--- src/rtl/pipe_ctrl.sv ---
// Pipeline sequencer: jump redirect/flush, ex-driven front-end hold and bounded bus tenure.
// Optional perf counters when PIPE_CTRL_PERF_EN is defined.
module pipe_ctrl #(
  parameter int unsigned FLUSH_CYCLES = 1,
  parameter int unsigned BUS_MAX_HOLD = 16
) (
  input  logic        clk,
  input  logic        rst,
  input  logic        jump_en_i,
  input  logic [31:0] jump_addr_i,
  input  logic        hold_flag_i,
  input  logic        bus_req_i,
  output logic        jump_en_o,
  output logic [31:0] jump_addr_o,
  output logic [1:0]  hold_o,
  output logic        flush_o,
  output logic        bus_grant_o,
  output logic [1:0]  state_o
`ifdef PIPE_CTRL_PERF_EN
  ,
  output logic [31:0] stall_cnt_o,
  output logic [31:0] flush_cnt_o,
  output logic [31:0] bus_cnt_o
`endif
);

  localparam int unsigned FCNT_W = 3;
  localparam int unsigned BCNT_W = 8;
  localparam logic [FCNT_W-1:0] FCNT_LOAD = FCNT_W'(FLUSH_CYCLES - 1);
  localparam logic [BCNT_W-1:0] BCNT_LAST = BCNT_W'(BUS_MAX_HOLD - 1);
  localparam logic [1:0] HOLD_NONE = 2'd0;
  localparam logic [1:0] HOLD_ALL  = 2'd3;

  typedef enum logic [1:0] {
    ST_RUN       = 2'd0,
    ST_FLUSH     = 2'd1,
    ST_BUS_HOLD  = 2'd2,
    ST_BUS_YIELD = 2'd3
  } state_e;

  state_e              state_q, state_d;
  logic [FCNT_W-1:0]   fcnt_q, fcnt_d;
  logic [BCNT_W-1:0]   bcnt_q, bcnt_d;
  logic                grant_q;

  // State, counters and the registered bus grant
  always_ff @(posedge clk or negedge rst) begin
    if (!rst) begin
      state_q <= ST_RUN;
      fcnt_q  <= '0;
      bcnt_q  <= '0;
      grant_q <= 1'b0;
    end else begin
      state_q <= state_d;
      fcnt_q  <= fcnt_d;
      bcnt_q  <= bcnt_d;
      grant_q <= (state_d == ST_BUS_HOLD);
    end
  end

  // Next state and same-cycle front-end controls
  always_comb begin
    state_d     = state_q;
    fcnt_d      = fcnt_q;
    bcnt_d      = bcnt_q;
    jump_en_o   = 1'b0;
    jump_addr_o = '0;
    hold_o      = HOLD_NONE;
    flush_o     = 1'b0;

    case (state_q)
      // The yield cycle lets the core advance exactly like a normal run cycle
      ST_RUN, ST_BUS_YIELD: begin
        state_d = ST_RUN;
        if (jump_en_i) begin
          jump_en_o   = 1'b1;
          jump_addr_o = jump_addr_i;
          flush_o     = 1'b1;
          if (FLUSH_CYCLES > 1) begin
            state_d = ST_FLUSH;
            fcnt_d  = FCNT_LOAD;
          end
        end else if (hold_flag_i) begin
          hold_o = HOLD_ALL;
        end else if (bus_req_i) begin
          state_d = ST_BUS_HOLD;
          bcnt_d  = '0;
        end
      end
      ST_FLUSH: begin
        flush_o = 1'b1;
        fcnt_d  = fcnt_q - FCNT_W'(1);
        if (fcnt_q <= FCNT_W'(1)) begin
          state_d = ST_RUN;
          fcnt_d  = '0;
        end
      end
      ST_BUS_HOLD: begin
        hold_o = HOLD_ALL;
        if (!bus_req_i) begin
          state_d = ST_RUN;
          bcnt_d  = '0;
        end else if (bcnt_q == BCNT_LAST) begin
          state_d = ST_BUS_YIELD;
          bcnt_d  = '0;
        end else begin
          bcnt_d = bcnt_q + BCNT_W'(1);
        end
      end
      default: state_d = ST_RUN;
    endcase

    // Keep the front end quiet while reset is held
    if (!rst) begin
      jump_en_o   = 1'b0;
      jump_addr_o = '0;
      hold_o      = HOLD_NONE;
      flush_o     = 1'b0;
    end
  end

  assign bus_grant_o = grant_q;
  assign state_o     = state_q;

`ifdef PIPE_CTRL_PERF_EN
  logic [31:0] stall_cnt_q, flush_cnt_q, bus_cnt_q;

  // Free-running wrap-around event counters
  always_ff @(posedge clk or negedge rst) begin
    if (!rst) begin
      stall_cnt_q <= '0;
      flush_cnt_q <= '0;
      bus_cnt_q   <= '0;
    end else begin
      if (hold_o != HOLD_NONE) stall_cnt_q <= stall_cnt_q + 32'd1;
      if (flush_o)             flush_cnt_q <= flush_cnt_q + 32'd1;
      if (grant_q)             bus_cnt_q   <= bus_cnt_q + 32'd1;
    end
  end

  assign stall_cnt_o = stall_cnt_q;
  assign flush_cnt_o = flush_cnt_q;
  assign bus_cnt_o   = bus_cnt_q;
`endif

endmodule

--- config.mk ---
export PLATFORM = sky130hd
export DESIGN_NAME = pipe_ctrl
export DESIGN_NICKNAME = d
export VERILOG_FILES = /design/src/rtl/pipe_ctrl.sv
export SDC_FILE = /design/constraint.sdc
export NUM_CORES = 1
export LEC_CHECK = 0
export ABC_AREA = 0
export ABC_CLOCK_PERIOD_IN_PS = 2000
export BUFFER_PORTS_ARGS = -buffer_cell sky130_fd_sc_hd__buf_2
export CAP_MARGIN = 20
export CORE_ASPECT_RATIO = 0.5
export CORE_MARGIN = 8
export CORE_UTILIZATION = 41
export DETAILED_ROUTE_END_ITERATION = 12
export PLACE_DENSITY = 0.84
export SETUP_SLACK_MARGIN = 0.5
export SYNTH_ARGS = -nofsm -noshare
export SYNTH_HDL_FRONTEND = slang
export SYNTH_SLANG_ARGS = --single-unit
--- constraint.sdc ---
create_clock -name clk -period 2 [get_ports clk]
set_input_delay 0.1 -clock clk [delete_from_list [all_inputs] [get_ports clk]]
set_output_delay 0.1 -clock clk [all_outputs]
set_load 0.05 [all_outputs]
## After elaboration in Yosys (flattened, before gate mapping)

Cells that the tools add are included.

- Add/subtract/negate cells: 2
- $lt $le $gt $ge: 1
- Equality and inequality tests: 8
- Muxes and demuxes: 26
- Reduce and logical (&&, ||, !) cells: 4

Operators by type and width:

| operator | count |
|---|---|
| $mux 32 | 3 |
| $mux 8 | 5 |
| $mux 2 | 9 |
| $pmux 8 s2 | 1 |
| $add 8x1->8 const B | 1 |
| $eq 8x4->1 const B | 1 |
| $eq 2x2->1 const B | 3 |
| $ne 2x2->1 const B | 3 |
| $pmux 2 s3 | 1 |
| $mux 1 | 4 |
| $pmux 2 s2 | 1 |
| $reduce_and 4->1 | 1 |
| $le 3x1->1 const B | 1 |
| $mux 3 | 1 |
| $sub 3x1->3 const B | 1 |
| $eq 2x1->1 const B | 1 |
| $logic_not 2->1 | 1 |
| $pmux 1 s2 | 1 |
| $reduce_bool 2->1 | 1 |
| $reduce_or 2->1 | 1 |

- Register bits after elaboration: 14
- Input bits: 37
- Output and inout port bits: 39
- Word-level logic and storage cells: 45

## Depth between registers and ports, before layout

- Word-level depth: 5
- Depth in mapped cells: 6
- Mapped depth without buffers: 6

## Least setup slack after synthesis

OpenSTA, ideal clock, no wires.

- Path kind: register to output
- Start point: register state_q[0], in the netlist state_o[0]
- End point: output flush_o
- Data arrival time: 2.391 ns
- Required time: 1.900 ns
- Slack: -0.491 ns
- Stages on the path, launching flop included: 5
- Path buffers: 0
- Path through: dfrtp_1 inv_1 ha_1 a21oi_1 nor3b_1

- Cells in the longest elaborated chain, start to end: 4
- Elaborated cells between the ends (all ways): 6
- Those cells by class: eq/ne (2); mux (2); reduce/logical (2)

RTL lines:

| what | RTL line | text |
|---|---|---|
| start, declared | 41 | `state_e state_q, state_d;` |
| start signal, assigned | 54 | `state_q <= state_d;` |
| $eq 2x2->1 / $logic_not 2->1 (equally long branches) | 71 | `case (state_q)` |
| $reduce_or 2->1 | 71 |  |
| $pmux 1 s2 * | 71 |  |
| $mux 1 * | 114 | `if (!rst) begin` |
| end, declared | 16 | `output logic flush_o,` |

Every way passes the cells marked *; elsewhere a longest branch is shown, timed or not.

## Worst setup path in the final report

- Start point: register state_q[1], in the netlist state_o[1]
- End point: output jump_addr_o[1]

- Cells in the longest elaborated chain, start to end: 4
- Elaborated cells between the ends (all ways): 5
- Those cells by class: eq/ne (1); mux (2); reduce/logical (2)

RTL lines:

| what | RTL line | text |
|---|---|---|
| $eq 2x2->1 / $logic_not 2->1 (equally long branches) | 71 |  |
| $reduce_or 2->1 * | 71 |  |
| $mux 32 * | 71 |  |
| $mux 32 * | 114 |  |
| end, declared | 14 | `output logic [31:0] jump_addr_o,` |

Marked as above.

==> impl_metrics.json <==
{
  "postRouteAntennaNets": 0,
  "worst-path-max-fanout": 8,
  "yosysSeqAreaShare": 0.328,
  "avgSynthCellArea_um2": 8.62,
  "grt_pass1_vias": 1280,
  "placed_cells": 233,
  "rr_endpoint": "bcnt_q[5]",
  "fin_cells": 251,
  "cp_cell_sequence": "ha_4 > and3_4 > and2_2 > buf_6",
  "cp.required_ps": 1900,
  "fmaxAchievable_mhz": 596,
  "cts_tree": "yes",
  "startpoint_type": "flop",
  "antenna_found_initial": 0,
  "final_common_cell": "buf_2",
  "p_leak_uw": 0.00106,
  "ioPinCount": 76,
  "rsz0062_at_grt": "yes",
  "vias": 1339,
  "finClkSkew_ps": 9.47,
  "period_share": 0.839,
  "insertedDiodeCount": 0,
  "place_hpwl_um": 2810,
  "rows": 13,
  "syn_area_mm2": 0.00107,
  "grt_max_degree": 15,
  "viasPerCell": 5.33,
  "die_area_mm2": 0.00459,
  "first_pass_iters": 4,
  "place_congestion": 0.836,
  "wl_per_cell_um": 19.6,
  "final-setup-viol-count": 0,
  "cp.buffers_inverters": 1,
  "synth.distinct_cells": 36,
  "cts_htree_levels": 1,
  "hold_depth": 3,
  "totalWireLength_um": 4910,
  "hold_path.class": "in -> reg",
  "coreArea_mm2": 0.00254,
  "final_layout_size_suffix_gt1_frac": 0.696,
  "vdd_drop_max_v": 0.000534,
  "min_period_ps": 1680,
  "grt_pass1_wl_um": 6670,
  "port_buffers": 75,
  "cts-buffers-inserted": 3,
  "worstPathArrival_ps": 1580,
  "synth_seq_cells": 14,
  "status": "finished clean",
  "slew_viol_final": 0,
  "worst_pin_slew_ps": 654,
  "power.density_mw_per_mm2": 417,
  "numClockSinks": 14,
  "cap_violations": 0,
  "reg2regPathDepth": 8,
  "timing.rr.start": "state_o[0]",
  "synth_cells": 124,
  "drt_iter0_drc": 49,
  "grt_overflow": 0,
  "syn-num-nets": 166,
  "critPathTopFamily": "flip-flops",
  "clock_path_buffers": 2,
  "clkSlewWorstSetupHoldPaths_ps": 60,
  "min-delay-start": "bus_req_i",
  "maxSlewHeadroom": 0.563,
  "dpl-instance-area_mm2": 0.00160,
  "initial_core_util": 0.421,
  "setup_tns_ps": 0,
  "clock_latency_ps": 250,
  "crit_path_end_kind": "primary output",
  "nets": 258,
  "fillCellCount": 124,
  "cts-root-buf": "clkbuf_8",
  "cp_slowest_cell": "dfrtp_2",
  "hold_end": "bcnt_q[1]",
  "r2r_slack_ps": 340,
  "drc_errors": 0,
  "layout_common_cells": "buf_2 (39), and2_4 (29), buf_8 (27)",
  "timing.hold.ws_ps": 212,
  "criticalPathCategory": "reg -> out",
  "finalHoldViolations": 0,
  "fin_area_mm2": 0.00217,
  "cpPeakStageDelay_ps": 430,
  "yosys_warnings": 0,
  "areaGrowthSynthToFinish_pct": 103,
  "die_x_um": 88.2,
  "dieHeight_um": 52.1,
  "track_usage": 0.186
}
## worst register-to-register path: stages (launching register included)
cell	delay, ps
dfrtp_2	430
inv_2	80
ha_4	230
buf_6	140
buf_6	120
o21ai_4	220
buf_6	150
a31oi_1	80
a31oi_1	160
## cell families after synthesis
kind of cell    synth area share
fa+ha+maj                 0.0585
compound gates             0.193
simple gates               0.377
flops                      0.328
buf+inv                   0.0433
## through the flow
stage	util	total power (µW)	setup WS, ps
after floorplan	-	499	368
after global placement	0.629	563	328
after detailed placement	0.629	567	300
after CTS	0.760	854	326
after global routing	0.856	942	265
final	0.856	905	321
## routing by layer
layer	GRT usage	up-vias	share of wire
met3	0.0423	8	0.10
met5	0	-	0
met4	0.0554	0	0.018
met2	0.349	79	0.50
met1	0.207	632	0.38
li1	-	620	-
## state kept, by name (all words and copies together) (netlist names)
register     count
bcnt_q           8
bus_grant_o      1
fcnt_q           3
state_o          2
## Yosys cell counts
cell | number | area (µm²)
o21bai_1 | 1 | 7.51
nand2_1 | 9 | 33.8
a2bb2oi_1 | 1 | 8.76
nor3b_2 | 1 | 12.5
a21o_1 | 1 | 7.51
o21a_1 | 2 | 15.0
nor3_1 | 1 | 5.00
o31ai_1 | 1 | 7.51
buf_2 | 1 | 5.00
a21oi_2 | 1 | 8.76
nand3b_1 | 1 | 7.51
nand2b_1 | 4 | 25.0
and2_1 | 33 | 206
nand4bb_2 | 1 | 16.3
o21ai_0 | 8 | 40.0
and4_1 | 1 | 8.76
and3_2 | 1 | 7.51
buf_4 | 1 | 7.51
nand2_2 | 1 | 6.26
inv_2 | 1 | 3.75
nor2_1 | 1 | 3.75
nor3b_1 | 1 | 7.51
ha_1 | 5 | 62.6
o41ai_2 | 1 | 16.3
clkbuf_1 | 2 | 7.51
a31oi_1 | 6 | 37.5
nor4_2 | 1 | 12.5
nand3_2 | 1 | 10.0
a221oi_2 | 1 | 15.0
inv_1 | 6 | 22.5
and3_1 | 4 | 25.0
a21oi_1 | 5 | 25.0
o21ai_2 | 1 | 8.76
dfrtp_1 | 14 | 350
o2bb2ai_1 | 1 | 8.76
nand3_1 | 3 | 15.0
## worst max path at each step
stage,depth (start not counted),end,startpoint
floorplan,6,bcnt_q[4],state_o[0]
global placement,4,jump_addr_o[21],state_o[1]
detailed placement,4,jump_addr_o[30],state_o[1]
CTS,4,jump_addr_o[3],state_o[1]
global route,8,bcnt_q[5],state_o[0]
finish,4,jump_addr_o[1],state_o[1]
## where the power goes
part	internal [µW]	switching, µW
sequential	286	2.41
combinational	169	215
clock	133	99.6
## what timing repair did
action / CTS / global route
buffers inserted: 7 / 3
setup endpoints to repair: 45 / 47
gates cloned: 4 / 0
hold buffers: 1 / 0
pin swaps: 6 / 3
endpoints found under the hold margin: 14 / 0
resized for setup: 63 / 59
## cell type report
class | count | area, µm² | area share
well taps | 37 | 46.3 | 0.0213
repair buffers | 87 | 810 | 0.373
clock buffers | 3 | 41.3 | 0.0190
flip-flops and latches | 14 | 353 | 0.162
multi-input cells | 103 | 896 | 0.412
inverters | 7 | 26.3 | 0.0121
No activity file was read; power rests on OpenSTA's default activity.
